===== src/rtl/multicycle_controller.sv =====
// Multi-cycle RV32I sequencer: FETCH/DECODE/EXEC/MEM/WB FSM driving the
// datapath control strobes, with a single shared memory port (req/ready)
// and a retired-instruction counter.
// Optional build macro: ILLEGAL_TRAP_EN adds a sticky TRAP state (code 7)
// and the illegal_instr output for invalid opcodes.
module multicycle_controller #(
  parameter int unsigned INSTRET_W = 32
) (
  input  logic                 clk,
  input  logic                 rst_n,
  input  logic [6:0]           opcode,
  input  logic [2:0]           funct3,
  input  logic                 mem_ready,
  output logic                 mem_req,
  output logic                 mem_we,
  output logic                 iord,
  output logic                 ir_write,
  output logic                 pc_write,
  output logic                 pc_write_cond,
  output logic                 reg_write,
  output logic                 mem_to_reg,
  output logic                 alu_src,
  output logic [1:0]           alu_op,
  output logic                 jal,
  output logic                 jalr,
  output logic                 lui,
  output logic [2:0]           state,
`ifdef ILLEGAL_TRAP_EN
  output logic                 illegal_instr,
`endif
  output logic                 retire,
  output logic [INSTRET_W-1:0] instret
);

  typedef enum logic [2:0] {
    S_FETCH  = 3'd0,
    S_DECODE = 3'd1,
    S_EXEC   = 3'd2,
    S_MEM    = 3'd3,
    S_WB     = 3'd4
`ifdef ILLEGAL_TRAP_EN
    , S_TRAP = 3'd7
`endif
  } state_e;

  localparam logic [6:0] OP_R     = 7'b0110011;
  localparam logic [6:0] OP_I     = 7'b0010011;
  localparam logic [6:0] OP_LOAD  = 7'b0000011;
  localparam logic [6:0] OP_STORE = 7'b0100011;
  localparam logic [6:0] OP_BR    = 7'b1100011;
  localparam logic [6:0] OP_JAL   = 7'b1101111;
  localparam logic [6:0] OP_JALR  = 7'b1100111;
  localparam logic [6:0] OP_LUI   = 7'b0110111;
  localparam logic [6:0] OP_AUIPC = 7'b0010111;

  state_e               state_q, state_d;
  logic [INSTRET_W-1:0] instret_q, instret_d;
  logic                 op_valid;

  // funct3 only feeds downstream ALU decode; sequencing ignores it
  logic unused_funct3;
  assign unused_funct3 = ^funct3;

  // Opcode legality check used in DECODE
  always_comb begin
    op_valid = 1'b0;
    case (opcode)
      OP_R, OP_I, OP_LOAD, OP_STORE, OP_BR,
      OP_JAL, OP_JALR, OP_LUI, OP_AUIPC: op_valid = 1'b1;
      default:                           op_valid = 1'b0;
    endcase
  end

  // Next-state and control strobes; everything is forced low while rst_n
  // is asserted so an in-flight request drops asynchronously
  always_comb begin
    state_d       = state_q;
    instret_d     = instret_q;
    mem_req       = 1'b0;
    mem_we        = 1'b0;
    iord          = 1'b0;
    ir_write      = 1'b0;
    pc_write      = 1'b0;
    pc_write_cond = 1'b0;
    reg_write     = 1'b0;
    mem_to_reg    = 1'b0;
    alu_src       = 1'b0;
    alu_op        = 2'b00;
    jal           = 1'b0;
    jalr          = 1'b0;
    lui           = 1'b0;
    retire        = 1'b0;
`ifdef ILLEGAL_TRAP_EN
    illegal_instr = 1'b0;
`endif
    if (rst_n) begin
      case (state_q)
        S_FETCH: begin
          mem_req = 1'b1;
          if (mem_ready) begin
            ir_write = 1'b1;
            pc_write = 1'b1;
            state_d  = S_DECODE;
          end
        end
        S_DECODE: begin
          alu_src = 1'b1;
          if (op_valid) begin
            state_d = S_EXEC;
          end else begin
`ifdef ILLEGAL_TRAP_EN
            state_d = S_TRAP;
`else
            state_d = S_FETCH;
`endif
          end
        end
        S_EXEC: begin
          case (opcode)
            OP_R: begin
              alu_op  = 2'b10;
              state_d = S_WB;
            end
            OP_I: begin
              alu_src = 1'b1;
              alu_op  = 2'b10;
              state_d = S_WB;
            end
            OP_LOAD, OP_STORE: begin
              alu_src = 1'b1;
              state_d = S_MEM;
            end
            OP_BR: begin
              alu_op        = 2'b01;
              pc_write_cond = 1'b1;
              retire        = 1'b1;
              state_d       = S_FETCH;
            end
            OP_JAL: begin
              jal       = 1'b1;
              reg_write = 1'b1;
              pc_write  = 1'b1;
              retire    = 1'b1;
              state_d   = S_FETCH;
            end
            OP_JALR: begin
              jalr      = 1'b1;
              alu_src   = 1'b1;
              reg_write = 1'b1;
              pc_write  = 1'b1;
              retire    = 1'b1;
              state_d   = S_FETCH;
            end
            OP_LUI: begin
              lui     = 1'b1;
              state_d = S_WB;
            end
            OP_AUIPC: begin
              alu_src = 1'b1;
              state_d = S_WB;
            end
            default: state_d = S_FETCH;
          endcase
        end
        S_MEM: begin
          mem_req = 1'b1;
          iord    = 1'b1;
          mem_we  = (opcode == OP_STORE);
          if (mem_ready) begin
            if (opcode == OP_STORE) begin
              retire  = 1'b1;
              state_d = S_FETCH;
            end else begin
              state_d = S_WB;
            end
          end
        end
        S_WB: begin
          reg_write  = 1'b1;
          retire     = 1'b1;
          mem_to_reg = (opcode == OP_LOAD);
          lui        = (opcode == OP_LUI);
          state_d    = S_FETCH;
        end
`ifdef ILLEGAL_TRAP_EN
        S_TRAP: begin
          illegal_instr = 1'b1;
          state_d       = S_TRAP;
        end
`endif
        default: state_d = S_FETCH;
      endcase
      if (retire) begin
        instret_d = instret_q + INSTRET_W'(1);
      end
    end
  end

  // State and retired-instruction counter registers
  always_ff @(posedge clk or negedge rst_n) begin
    if (!rst_n) begin
      state_q   <= S_FETCH;
      instret_q <= '0;
    end else begin
      state_q   <= state_d;
      instret_q <= instret_d;
    end
  end

  assign state   = state_q;
  assign instret = instret_q;

endmodule


===== config.mk =====
export PLATFORM = sky130hd
export DESIGN_NAME = multicycle_controller
export DESIGN_NICKNAME = d
export VERILOG_FILES = /design/src/rtl/multicycle_controller.sv
export SDC_FILE = /design/constraint.sdc
export NUM_CORES = 1
export LEC_CHECK = 0
export CELL_PAD_IN_SITES_DETAIL_PLACEMENT = 1
export CELL_PAD_IN_SITES_GLOBAL_PLACEMENT = 1
export CORE_UTILIZATION = 38
export DETAILED_ROUTE_END_ITERATION = 6
export HOLD_SLACK_MARGIN = 0.08
export PLACE_DENSITY_LB_ADDON = 0.2
export SYNTH_ARGS = -nofsm -noshare
export SYNTH_HDL_FRONTEND = slang
export SYNTH_SLANG_ARGS = --single-unit
export TNS_END_PERCENT = 30

===== constraint.sdc =====
create_clock -name clk -period 3.6 [get_ports clk]
set_input_delay 0.36 -clock clk [delete_from_list [all_inputs] [get_ports clk]]
set_output_delay 0.36 -clock clk [all_outputs]
set_load 0.01 [all_outputs]

==> results of run 1 <==
metrics by stage:
stage / setup slack (ns) / util / hold slack, ns / total power (W) / cells
after floorplan: 1.51 / - / 0.0644 / 0.000530 / 233
after global placement: 0.700 / 0.512 / 0.417 / 0.000626 / 357
after detailed placement: 0.701 / 0.512 / 0.420 / 0.000632 / 357
after CTS: 0.698 / 0.533 / 0.104 / 0.000999 / 365
after global routing: 0.567 / 0.533 / 0.104 / 0.00104 / 365
final: 0.696 / 0.533 / 0.0912 / 0.000990 / 365
cell families after synthesis:
family,after synthesis,share of synthesized area
simple gates,97,0.249
fa+ha+maj,1,0.00577
flops,35,0.404
xor+xnor,32,0.129
compound gates,46,0.166
mux,1,0.00519
buf+inv,21,0.0421
worst max-delay path: stages:
cell             delay (ns)
clkdlybuf4s50_1        0.60
or3_1                  0.46
nor4_2                 0.26
nand2_1                0.12
nand2_1                0.17
clkdlybuf4s50_1        0.57
registers in the layout, indices dropped and copies added (netlist names):
name / cells
instret: 32
state: 3
cell type report:
class                   instances  area, sq um
flip-flops and latches         35          876
fillers                       634         2570
clock buffers                   5         68.8
well taps                      72         90.1
inverters                      10         37.5
clock inverters                 3         43.8
repair buffers                 63          616
multi-input cells             177         1200
layer usage:
layer,wire (microns),global-route usage
met5,0,0
met4,111,0.0755
met3,186,0.0341
met2,3060,0.373
met1,2850,0.304
worst paths after layout:
check                           cells past startpoint   startpoint  slack, ns           to
worst min register to register                      1  instret[31]       0.48  instret[31]
worst min-delay path                                2        rst_n       0.09   instret[7]
max in group asynchronous                           2        rst_n       3.30  instret[22]
worst max register to register                      6     state[1]       1.10  instret[19]
worst max-delay path                                6    opcode[2]       0.70       retire
min in group clk                                    3        rst_n       0.45     state[2]
cell usage after synthesis:
master | number | area, sq um
nor2b_1 | 2 | 12.5
nand2b_1 | 1 | 6.26
a2111oi_1 | 2 | 20.0
nand3b_4 | 2 | 40.0
xnor2_1 | 4 | 35.0
nand2_1 | 24 | 90.1
a2111oi_2 | 6 | 90.1
nor3_1 | 6 | 30.0
nand3_1 | 13 | 65.1
a211oi_1 | 12 | 90.1
nor4b_1 | 1 | 8.76
o32ai_1 | 1 | 8.76
dfrtp_1 | 35 | 876
nand3b_1 | 1 | 7.51
a31oi_1 | 4 | 25.0
a21boi_0 | 1 | 7.51
a21oi_1 | 13 | 65.1
ha_1 | 1 | 12.5
and2_1 | 2 | 12.5
o41a_1 | 1 | 11.3
inv_1 | 10 | 37.5
o21ai_0 | 2 | 10.0
nor3b_1 | 2 | 15.0
and3_1 | 6 | 37.5
and2b_2 | 1 | 8.76
o31ai_1 | 3 | 22.5
mux2_2 | 1 | 11.3
nor4_2 | 1 | 12.5
clkbuf_1 | 8 | 30.0
buf_2 | 1 | 5.00
and4b_1 | 1 | 10.0
buf_6 | 1 | 11.3
and3b_1 | 1 | 8.76
buf_4 | 1 | 7.51
nand4_1 | 9 | 56.3
xor2_1 | 28 | 245
nor4_1 | 6 | 37.5
or3_1 | 2 | 12.5
and4_1 | 1 | 8.76
a311oi_1 | 1 | 8.76
nor2_1 | 14 | 52.6
or2_2 | 1 | 6.26
power groups by stage:
stage / sequential (W) / clock [W] / combinational [W]
floorplan: 0.000466 / 0 / 0.0000638
global placement: 0.000464 / 0 / 0.000162
detailed placement: 0.000467 / 0 / 0.000165
CTS: 0.000459 / 0.000373 / 0.000166
global route: 0.000464 / 0.000393 / 0.000182
finish: 0.000459 / 0.000366 / 0.000165
==> results.toml, run 1 <==
[placement]
io_buffers = 59
placed_cell_area_sq_um = 2820
hpwl_mm = 4.41
gp_congestion = 0.766

[synthesis]
synth_cells = 233
yosysSeqAreaShare = 0.404
ys_warn_count = 0
yosysUniqueCellTypes = 42
syn_avg_cell_area_sq_um = 9.31
syn_area_sq_um = 2170
synth_seq_cells = 35
synth_nets = 247

[cts]
clk_latency_ns = 0.29
postCtsSetupRepairBufs = 0
root_buffer = "clkbuf_8"
clk_pin_slew_worst_paths_ns = 0.08
postCtsResizedCells = 0
cts_tree = "yes"
cts.sinks = 35
cts_hold_buf = 0
cts_made_buffers = 5
cts_max_level = 2
cts_buffer_depth = 2

[grt]
grt_usage = 0.227
grt_max_degree = 31
antenna_found_initial = 0
grt_pass1_vias = 2086
grt_overflow = 0
grt_pass1_wl_mm = 10.6

[routing]
routed_via_density = 5.55
wl_per_cell_microns = 17.0
wirelength_mm = 6.22
first_pass_iters = 4
drtIter0Drc = 90
drcViolationCount = 0
ant_nets = 0
dr_total_vias = 2027

[floorplan]
start_util = 0.394
dieWidth_microns = 77.6
io_pins = 63
dieArea_sq_um = 6020
die_h_microns = 77.6
core-area_sq_um = 5510
rows = 27

[finish]
fin_nets = 306
n_antenna_cell = 0
area_delta_synth_final_pct = 35.2
drive_gt1_frac = 0.0853
fin_area_sq_um = 2930
mostFrequentLayoutCell = "clkdlybuf4s50_1"
final_cell_mix = "clkdlybuf4s50_1 (58), dfrtp_1 (35), xor2_1 (28), nand2_1 (24), nor2_1 (14)"

[worst_setup_path]
crit_path_end_kind = "primary output"
required_ns = 3.24
startpoint_type = "primary input"
cp.arrival_ns = 2.54
path_max_fanout = 12
critPathKind = "in2out"

[pwr]
comb_power_share = 0.166
switching_share = 0.282
power_switching_w = 0.000279
leakage_nw = 1.13
pwr-share-clk = 0.370
p_int_w = 0.000711
seqPwrFrac = 0.463
p_per_area_nw_per_um2 = 337
vdd.ir_drop.worst_uv = 251

[sta]
min_period_over_period = 0.807
setup_viol = 0
relSlewSlack = 0.693
clock.fmax_mhz = 344
min_period_ns = 2.90
rsz0062_at_grt = "no"
finalHoldViolCount = 0
tightest_slew_ns = 0.459
finalMaxSlewViolations = 0
setup-tns-final_ns = 0
skew_ns = 0.00452

[outcome]
status = "complete, no violations"

[run]
maxCapViolations = 0

[worst_hold_path]
hold_class = "in2async"
(Power assumes the default switching activity.)
==> inputs of run 2 (changes only) <==
- CORE_UTILIZATION: 38 -> 32
- clock period: 3.6 -> 2.5 ns (I/O delays scaled with it)
==> results.toml, run 2 (same netlist as run 1, synthesis figures left out) <==
[outcome]
status = "finished, violations left"
violations = "DRC"

[placement]
post-place-ws_ns = -0.00380
place_inst = 379
gp_congestion = 0.827
hpwl_mm = 4.71
io_buffers = 59

[grt]
grt_pass1_wl_mm = 10.7
grt_max_degree = 31
grt_pass1_vias = 2123
grt_usage = 0.188
grt_overflow = 0
antenna_found_initial = 0

[routing]
routed_via_density = 5.35
drcViolationCount = 6
drtIter0Drc = 68
wl_per_cell_microns = 16.5
dr_total_vias = 2080
wirelength_mm = 6.42
ant_nets = 0
first_pass_iters = 7

[finish]
n_antenna_cell = 0
largest_register_ffs = 32
mostFrequentLayoutCell = "clkdlybuf4s50_1"
final_cell_mix = "clkdlybuf4s50_1 (57), dfrtp_1 (34), xor2_1 (28), nand2_1 (23), buf_4 (21)"
area_delta_synth_final_pct = 43.1
drive_gt1_frac = 0.154
instances_no_fill = 389
fillCellCount = 759
fin_nets = 325

[cts]
cts_made_buffers = 5
cts.sinks = 35
cts_max_level = 2
clk_pin_slew_worst_paths_ns = 0.07
postCtsSetupRepairBufs = 0
cts_buffer_depth = 2
clk_latency_ns = 0.29
cts_tree = "yes"
root_buffer = "clkbuf_8"

[floorplan]
dieWidth_microns = 84.3
dieArea_sq_um = 7110
start_util = 0.336
die_h_microns = 84.3
core-area_sq_um = 6460
io_pins = 63
rows = 29

[sta]
clock.fmax_mhz = 411
relSlewSlack = 0.298
finalMaxSlewViolations = 0
tightest_slew_ns = 1.05
min_period_ns = 2.43
setup_viol = 0
hold_ws_ns = 0.360
skew_ns = 0.00391
rsz0062_at_grt = "yes"
fin_ws_ns = 0.0656
finalHoldViolCount = 0
setup-tns-final_ns = 0
min_period_over_period = 0.974

[worst_setup_path]
required_ns = 2.25
cp.arrival_ns = 2.18
crit_path_end_kind = "primary output"
critPathKind = "in2out"
path_max_fanout = 3
startpoint_type = "primary input"

[pwr]
p_per_area_nw_per_um2 = 438
leakage_nw = 1.23
vdd.ir_drop.worst_uv = 258
power.total_w = 0.00136

[run]
maxCapViolations = 0

[worst_hold_path]
hold_class = "in2reg"
==> run 2: cell types whose count changed in the layout (fill, tap and decap cells not counted), sizes merged <==
cell | previous run | this run
buf | 5 | 22
bufinv | 1 | 0
clkbuf | 5 | 7
clkdlybuf4s50 | 58 | 57
clkinv | 2 | 1
dlygate4sd3 | 0 | 2
dlymetal6s2s | 0 | 1
==> run 2: cell type report <==
cell class | count | area, sq um | share of cell area
Timing Repair Buffer | 82 | 766 | 0.247
Inverter | 10 | 37.5 | 0.0121
Clock buffer | 7 | 86.3 | 0.0278
Sequential cell | 35 | 877 | 0.283
Clock inverter | 1 | 8.76 | 0.00282
Tap cell | 77 | 96.3 | 0.0310
Multi-Input combinational cell | 177 | 1230 | 0.397
==> run 2: worst paths after layout <==
kind	startpoint	end	slack, ns	cells after the start
max	opcode[4]	retire	0.07	6
max reg2reg	state[0]	instret[31]	0.28	6
max in group asynchronous	rst_n	instret[30]	0.96	3
min in group asynchronous	rst_n	instret[10]	0.67	3
min reg2reg	instret[31]	instret[31]	0.48	1
min	rst_n	state[2]	0.36	3
==> run 2: metrics by stage <==
step                cell area, sq um   util
floorplan                       2170      -
global placement                2960  0.458
detailed placement              2960  0.458
CTS                             3070  0.476
global route                    3100  0.481
finish                          3100  0.481
==> run 2: critical path: stages <==
cell and delay (ns):
clkdlybuf4s50_1 0.43, or3_1 0.37, nor4_2 0.31, nand2_1 0.14
nand2_2 0.14, clkdlybuf4s50_1 0.55
==> run 2: routing by layer <==
metal,GRT usage,up-vias,wire length (microns)
li1,-,1011,-
met1,0.261,1028,3110
met2,0.311,36,3070
met3,0.0295,5,200
met4,0.0370,0,37
met5,0,-,0
==> run 2: repair_timing <==
item,CTS,global route
gates cloned,0,0
hold buffers,2,0
hold endpoints to repair,35,0
setup endpoints to repair,1,4
resized for setup,2,6
==> run 2: where the power goes <==
group | leakage (nW) | internal (W) | switching [W]
combinational | 0.770 | 0.000141 | 0.000127
clock | 0.0484 | 0.000226 | 0.000209
sequential | 0.413 | 0.000602 | 0.0000527
total | 1.23 | 0.000969 | 0.000389
